<file path="src/rtl/rtc_bcd_core.sv">
// BCD hours/minutes/seconds clock with 12/24-hour presentation and set inputs.
// Time and sec_tick change one cycle after the sampling edge; no backpressure, set inputs act every cycle they are high.
module rtc_bcd_core #(
    parameter int TICK_DIV = 100000000,
    parameter int PW       = $clog2(TICK_DIV)
) (
    input  logic       clk,
    input  logic       rst,
    input  logic       run,
    input  logic       mode_24,
    input  logic       set_hr,
    input  logic       set_min,
    input  logic       clr_sec,
    output logic [7:0] hr_bcd,
    output logic [7:0] min_bcd,
    output logic [7:0] sec_bcd,
    output logic       pm,
    output logic       sec_tick,
    output logic       blink
);

    localparam logic [PW-1:0] PRESC_LAST = PW'(TICK_DIV - 1);
    localparam logic [PW-1:0] PRESC_HALF = PW'(TICK_DIV / 2);

    logic [PW-1:0] prescaler;
    logic [PW-1:0] prescaler_nx;

    logic [3:0] h_tens, h_units;
    logic [3:0] m_tens, m_units;
    logic [3:0] s_tens, s_units;

    logic [3:0] h_tens_nx, h_units_nx;
    logic [3:0] m_tens_nx, m_units_nx;
    logic [3:0] s_tens_nx, s_units_nx;

    logic tick;
    logic any_set;
    logic tick_adv;
    logic s_last, m_last, h_last;
    logic sec_inc, min_inc, hr_inc;

    logic [7:0] h24;
    logic [7:0] hr12;

    assign tick     = run && (prescaler == PRESC_LAST);
    assign any_set  = set_hr || set_min || clr_sec;
    // A set input in the same cycle swallows the tick; that second is lost.
    assign tick_adv = tick && !any_set;

    assign s_last = (s_tens == 4'd5) && (s_units == 4'd9);
    assign m_last = (m_tens == 4'd5) && (m_units == 4'd9);
    assign h_last = (h_tens == 4'd2) && (h_units == 4'd3);

    always_comb begin
        prescaler_nx = prescaler;
        if (clr_sec) begin
            prescaler_nx = '0;
        end else if (run) begin
            if (prescaler == PRESC_LAST) begin
                prescaler_nx = '0;
            end else begin
                prescaler_nx = prescaler + PW'(1);
            end
        end
    end

    always_comb begin
        sec_inc = 1'b0;
        min_inc = 1'b0;
        hr_inc  = 1'b0;
        if (tick_adv) begin
            sec_inc = 1'b1;
            min_inc = s_last;
            hr_inc  = s_last && m_last;
        end else begin
            min_inc = set_min;
            hr_inc  = set_hr;
        end
    end

    always_comb begin
        s_tens_nx  = s_tens;
        s_units_nx = s_units;
        if (clr_sec) begin
            s_tens_nx  = 4'd0;
            s_units_nx = 4'd0;
        end else if (sec_inc) begin
            if (s_last) begin
                s_tens_nx  = 4'd0;
                s_units_nx = 4'd0;
            end else if (s_units == 4'd9) begin
                s_tens_nx  = s_tens + 4'd1;
                s_units_nx = 4'd0;
            end else begin
                s_units_nx = s_units + 4'd1;
            end
        end
    end

    always_comb begin
        m_tens_nx  = m_tens;
        m_units_nx = m_units;
        if (min_inc) begin
            if (m_last) begin
                m_tens_nx  = 4'd0;
                m_units_nx = 4'd0;
            end else if (m_units == 4'd9) begin
                m_tens_nx  = m_tens + 4'd1;
                m_units_nx = 4'd0;
            end else begin
                m_units_nx = m_units + 4'd1;
            end
        end
    end

    always_comb begin
        h_tens_nx  = h_tens;
        h_units_nx = h_units;
        if (hr_inc) begin
            if (h_last) begin
                h_tens_nx  = 4'd0;
                h_units_nx = 4'd0;
            end else if (h_units == 4'd9) begin
                h_tens_nx  = h_tens + 4'd1;
                h_units_nx = 4'd0;
            end else begin
                h_units_nx = h_units + 4'd1;
            end
        end
    end

    always_ff @(posedge clk) begin
        if (rst) begin
            prescaler <= '0;
            h_tens    <= 4'd0;
            h_units   <= 4'd0;
            m_tens    <= 4'd0;
            m_units   <= 4'd0;
            s_tens    <= 4'd0;
            s_units   <= 4'd0;
            sec_tick  <= 1'b0;
            blink     <= 1'b0;
        end else begin
            prescaler <= prescaler_nx;
            h_tens    <= h_tens_nx;
            h_units   <= h_units_nx;
            m_tens    <= m_tens_nx;
            m_units   <= m_units_nx;
            s_tens    <= s_tens_nx;
            s_units   <= s_units_nx;
            sec_tick  <= tick_adv;
            blink     <= (prescaler >= PRESC_HALF);
        end
    end

    assign h24 = {h_tens, h_units};

    // 12-hour view: 00 -> 12, 13..19 -> 01..07, 20..21 -> 08..09, 22..23 -> 10..11.
    always_comb begin
        hr12 = h24;
        if (h24 == 8'h00) begin
            hr12 = 8'h12;
        end else if (h_tens == 4'd2) begin
            if (h_units < 4'd2) begin
                hr12 = {4'h0, h_units + 4'd8};
            end else begin
                hr12 = {4'h1, h_units - 4'd2};
            end
        end else if (h24 >= 8'h13) begin
            hr12 = {4'h0, h_units - 4'd2};
        end
    end

    assign hr_bcd  = mode_24 ? h24 : hr12;
    assign pm      = !mode_24 && (h24 >= 8'h12);
    assign min_bcd = {m_tens, m_units};
    assign sec_bcd = {s_tens, s_units};

endmodule

</file>
<file path="config.mk">
export PLATFORM = sky130hd
export DESIGN_NAME = rtc_bcd_core
export DESIGN_NICKNAME = d
export VERILOG_FILES = /design/src/rtl/rtc_bcd_core.sv
export SDC_FILE = /design/constraint.sdc
export NUM_CORES = 1
export LEC_CHECK = 0
export CAP_MARGIN = 20
export CORE_ASPECT_RATIO = 1.4
export CORE_UTILIZATION = 50
export CTS_BUF_LIST = sky130_fd_sc_hd__clkbuf_4 sky130_fd_sc_hd__clkbuf_8 sky130_fd_sc_hd__clkbuf_16
export CTS_CLUSTER_DIAMETER = 50
export DETAILED_ROUTE_END_ITERATION = 8
export MAX_ROUTING_LAYER = met4
export PLACE_DENSITY = 0.8
export SETUP_SLACK_MARGIN = 0.1
export SLEW_MARGIN = 10
export SYNTH_ARGS = -nofsm -noshare
export SYNTH_HDL_FRONTEND = slang
export SYNTH_SLANG_ARGS = --single-unit
</file>
<file path="constraint.sdc">
create_clock -name clk -period 2.16 [get_ports clk]
set_input_delay 0.432 -clock clk [delete_from_list [all_inputs] [get_ports clk]]
set_output_delay 0.432 -clock clk [all_outputs]
set_load 0.01 [all_outputs]
</file>
== Word level (Yosys, flattened, before mapping) ==
Index checks and enable logic that the tools add are counted.
W data, S select, Z words.

* $add $sub $neg: 9
* $lt $le $gt $ge: 4
* Equality and inequality tests: 8
* Multiplexer cells: 21
* Reductions and logical operators: 19

{| class="wikitable"
|+ Operator list
! operator !! number
|-
| $mux W4 || 12
|-
| $mux W8 || 4
|-
| $add A27 B1 Y27 const B || 1
|-
| $eq A27 B27 Y1 const B || 1
|-
| $ge A27 B26 Y1 const B || 1
|-
| $mux W27 || 1
|-
| $add A4 B1 Y4 const B || 6
|-
| $ge A8 B5 Y1 const B || 2
|-
| $eq A4 B4 Y1 const B || 3
|-
| $eq A4 B2 Y1 const B || 2
|-
| $eq A4 B3 Y1 const B || 2
|-
| $logic_not A8 Y1 || 1
|-
| $logic_and A1 B1 Y1 || 7
|-
| $reduce_and A2 Y1 || 3
|-
| $reduce_bool A2 Y1 || 3
|-
| $mux W5 || 1
|-
| $add A4 B4 Y4 const B || 1
|-
| $lt A4 B2 Y1 const B || 1
|-
| $sub A4 B2 Y4 const B || 1
|-
| $mux W1 || 3
|-
| $logic_not A1 Y1 || 2
|-
| $logic_or A1 B1 Y1 || 2
|-
| $reduce_or A2 Y1 || 1
|}

* Flip-flop bits (word level): 53
* Input bits: 7
* Output and inout port bits: 27
* Logic and storage cells: 70

== Logic depth before layout (Yosys ltp) ==
* Depth after elaboration: 6
* Gate-level depth with buffers: 8
* Gate-level depth less buffers: 7

== Worst setup path before layout ==
No wires, ideal clock.

* Path kind: reg-to-output
* From: reg h_tens[0]
* To: out hr_bcd[2]
* Arrival time: 1.712 ns
* Data required time: 1.728 ns
* Path slack: 0.016 ns
* Cell stages (with the launch flop): 8
* Buffers on the path: 0
* Cells stage by stage: dfxtp_1 > inv_1 > ha_1 > or4_1 > a21oi_1 > o32ai_1 > a31oi_1 > a21oi_1

* Cells in the longest elaborated chain, start to end: 5
* Elaborated cells on any way between the ends: 7
* Classes of those cells: order compare (1); eq/ne (1); mux (4); reduce/logical (1)

{| class="wikitable"
|+ RTL lines
! what !! line !! source
|-
| start, declared || 28 || <nowiki>logic [3:0] h_tens, h_units;</nowiki>
|-
| start signal, assigned || 145 || <nowiki>h_tens <= h_tens_nx;</nowiki>
|-
| $ge A8 B5 Y1 || 169 || <nowiki>end else if (h24 >= 8'h13) begin</nowiki>
|-
| $mux W8 || 169 ||
|-
| $mux W8 || 163 || <nowiki>end else if (h_tens == 4'd2) begin</nowiki>
|-
| $mux W8 (*) || 161 || <nowiki>if (h24 == 8'h00) begin</nowiki>
|-
| $mux W8 (*) || 174 || <nowiki>assign hr_bcd = mode_24 ? h24 : hr12;</nowiki>
|-
| end, declared || 14 || <nowiki>output logic [7:0] hr_bcd,</nowiki>
|}

Mark *: on every way between the ends. The rest lies on a longest branch, timed or not.

== Final worst setup path ==
* From: reg h_tens[0]
* To: out hr_bcd[3]

The elaborated chain is that of the path after synthesis.

==> impl_metrics.csv <==
group,metric,value,unit
power,peakVddDrop,0.341,mV
sta,worst_slack,-0.238,ns
global_routing,grtUsageMet1,26.1,%
critical_path,critPathMaxStageDelay,0.46,ns
cts,clock-sinks,53,
detailed_routing,drt_iter0_drc,148,
cells_and_area,final_layout_size_suffix_gt1_share,24.3,%
detailed_routing,route.detailed.drc,0,
critical_path,crit_chain,"inv_2, ha_4, or4_4, a21oi_4, buf_6, o21ai_2, a21oi_2, nor2_1, buf_2",
critical_path,startpoint,"h_tens[0]$_SDFFE_PP0P_",
synth,synth_edf_count,0,
synth,synth_area,3040,sq um
placement,port_buffers,33,
synth,synth_flop_cell,"dfxtp_1",
global_routing,grtUsageMet3,3.03,%
sta,finalCritPeriodShare,111,%
detailed_routing,drt-total-wl,7620,um
die,rows,33,
synth,ys.warnings.count,0,
sta,slew_headroom,75.7,%
die,die_w,67.9,um
critical_path,crit_required,1.73,ns
sta,hold_violations,0,
detailed_routing,wire_per_inst,14.6,um
global_routing,grt_pass1_wl,12100,um
synth,ys_top_cells_by_area,"dfxtp_1, nor2_1, ha_1",
global_routing,grt_max_degree,28,
critical_path,cp-end-kind,"output port",
outcome,violations,"negative setup slack",
global_routing,track_usage,25.0,%
cts,clk_pin_slew_worst_paths,0.09,ns
global_routing,grt_busiest_layer,"met2",
synth,synth_fp_nets,392,
cts,cts_max_level,2,
synth,synth_area_per_cell,8.18,sq um
die,dieArea,6390,sq um
critical_path,start_kind,"flip-flop",
synth,synth_top_area_share,35.0,%
global_routing,grt_use_met2,46.4,%
cells_and_area,fin_util,69.7,%
synth,netlist_instances,371,
sta,slew_viol_final,0,
detailed_routing,avgViaCountPerCell,5.73,
cts,cts-root-buf,"clkbuf_8",
global_routing,antenna_found_initial,0,
min_path,hp-class,"flip-flop to flip-flop",
sta,setup_viol,4,
detailed_routing,ant_nets,0,
critical_path,r2r_start,"h_tens[0]$_SDFFE_PP0P_",
critical_path,worstPathArrival,1.97,ns
power,p_leak,1.57,nW
critical_path,crit_type,"flip-flop to output port",
critical_path,slowest_stage,"or4_4",
die,core_area,5860,sq um
sta,worstMarginPinSlew,0.362,ns
die,initial_utilization,51.8,%
cts,clkLatencyLatePin,0.30,ns
outcome,outcome,"finished, violations left",
cells_and_area,insertedDiodeCount,0,
die,io-pin-count,34,
synth,async_reset_ff_share,0,%
synth,synth_seq_cells,53,
sta,timing.setup.tns,-0.814,ns
sta,max_freq,417,MHz
placement,hpwl,5420,um
cells_and_area,nNetsFinal,475,
die,die_h,94.2,um
synth,synth.yosys.seq_area_share,35.0,%
detailed_routing,vias,2997,
global_routing,gr-total-overflow,0,
min_path,min-delay-start,"s_tens[3]$_SDFFE_PP0P_",
critical_path,critPathMaxFanout,4,
synth,synth_cell_type_count,51,
detailed_routing,dr.pass1.iters,5,
power,power_density,408,nW/um^2
cts,cts_buffers,5,
cells_and_area,area_growth,34.7,%
sta,fin_crit,2.40,ns
placement,gp_congestion,0.819,
sta,finClkSkew,0.00653,ns
global_routing,first_global_vias,2819,
sta,rsz0062_at_grt,"true",
cts,cts_tree,"yes",
synth,synth_top_cell_by_area,"dfxtp_1",
cts,clockBufferDepth,2,
flow_run,maxCapViolations,0,
worst max-delay path: cells and delay by family, from the launching register on:
| family | cells | cell delay (ns) |
|---|---|---|
| and+or+nand+nor | 2 | 0.50 |
| DFF | 1 | 0.34 |
| AOI/OAI and AO/OA | 3 | 0.34 |
| buffers and inverters | 3 | 0.31 |
| adders and majority gates | 1 | 0.15 |
per-stage QoR:
stage                     hold WS (ns)  std cells  worst slack, ns  area [sq um]  power (mW)
after CTS                        0.507        522           -0.310          3980        1.67
after floorplan                  0.485        371            0.127          3050        1.09
after detailed placement         0.490        511           -0.370          3810        1.17
after global routing             0.529        523           -0.302          4090        1.72
after global placement           0.480        511           -0.307          3810        1.16
final                            0.506        523           -0.238          4090        1.67
cell families (layout without fill, tap and decap cells):
logic type / Yosys count / count (layout) / share of synthesized area (%)
multiplexers: 7 / 7 / 2.39
buffers and inverters: 38 / 120 / 4.74
adder cells (fa/ha/maj): 14 / 14 / 5.77
XOR/XNOR: 26 / 26 / 7.50
flip-flops: 53 / 53 / 35.0
AND/OR/NAND/NOR: 171 / 171 / 31.3
AO/OA/AOI/OAI: 62 / 62 / 13.3
path summary, 6_finish.rpt:
check,to,cells past startpoint,slack (ns)
worst min-delay path,s_tens[3]$_SDFFE_PP0P_,2,0.51
worst max-delay path,hr_bcd[3],9,-0.24
worst min register to register,s_tens[3]$_SDFFE_PP0P_,2,0.51
worst max register to register,h_tens[3]$_SDFFE_PP0P_,9,0.03
synth_stat cells, types with 3 or more instances:
master,n
a31oi_1,3
a211o_1,3
xor2_1,18
nand4b_1,3
or4_1,5
a21oi_1,16
o211ai_1,8
o32ai_1,3
clkbuf_1,16
nand2_1,19
o21ai_0,13
nor2b_1,3
nand3_1,19
dfxtp_1,53
nor2_1,55
and2_1,5
nor3_1,10
ha_1,14
a211oi_1,4
and3_1,3
mux2i_1,5
nand4_1,18
and4_1,3
nand2b_1,6
xnor2_1,8
inv_1,21
and3b_1,3
metal layers:
metal / vias up / wire length [um]
li1: 1482 / -
met1: 1441 / 3200
met2: 62 / 4070
met3: 12 / 187
met4: 0 / 162
met5: - / 0
sequential cells by signal (all words and copies together) (netlist names):
signal     flops
prescaler     27
h_tens         4
h_units        4
m_tens         4
m_units        4
s_tens         4
s_units        4
blink          1
sec_tick       1
power breakdown:
| part | leakage [nW] | switching, mW | internal [mW] |
|---|---|---|---|
| clock network | 0.0399 | 0.305 | 0.214 |
| logic | 1.10 | 0.0828 | 0.0733 |
| registers | 0.430 | 0.00840 | 0.982 |
what timing repair did:
item,CTS,global route
buffers inserted,6,3
pin swaps,12,9
hold buffers,0,0
endpoints found under the setup margin,12,19
resized for setup,43,24
cloned,0,0
cell usage in the layout, fill, tap and decap left out, types with 11 or more instances in the layout:
cell type / count
xor2_1: 18
buf_4: 56
a21oi_1: 12
nand3_1: 19
nand2_1: 19
inv_1: 19
o21ai_0: 11
ha_1: 11
clkdlybuf4s50_1: 25
nor2_1: 55
dfxtp_1: 49
nand4_1: 18
cell type report:
type | instances | area (sq um)
multi-input cells | 280 | 2000
fillers | 467 | 1780
flip-flops and latches | 53 | 1070
repair buffers | 93 | 779
well taps | 70 | 87.6
inverters | 21 | 78.8
clock buffers | 5 | 68.8
clock inverters | 1 | 5.00
Note: power is estimated with default switching activity, not from simulation.
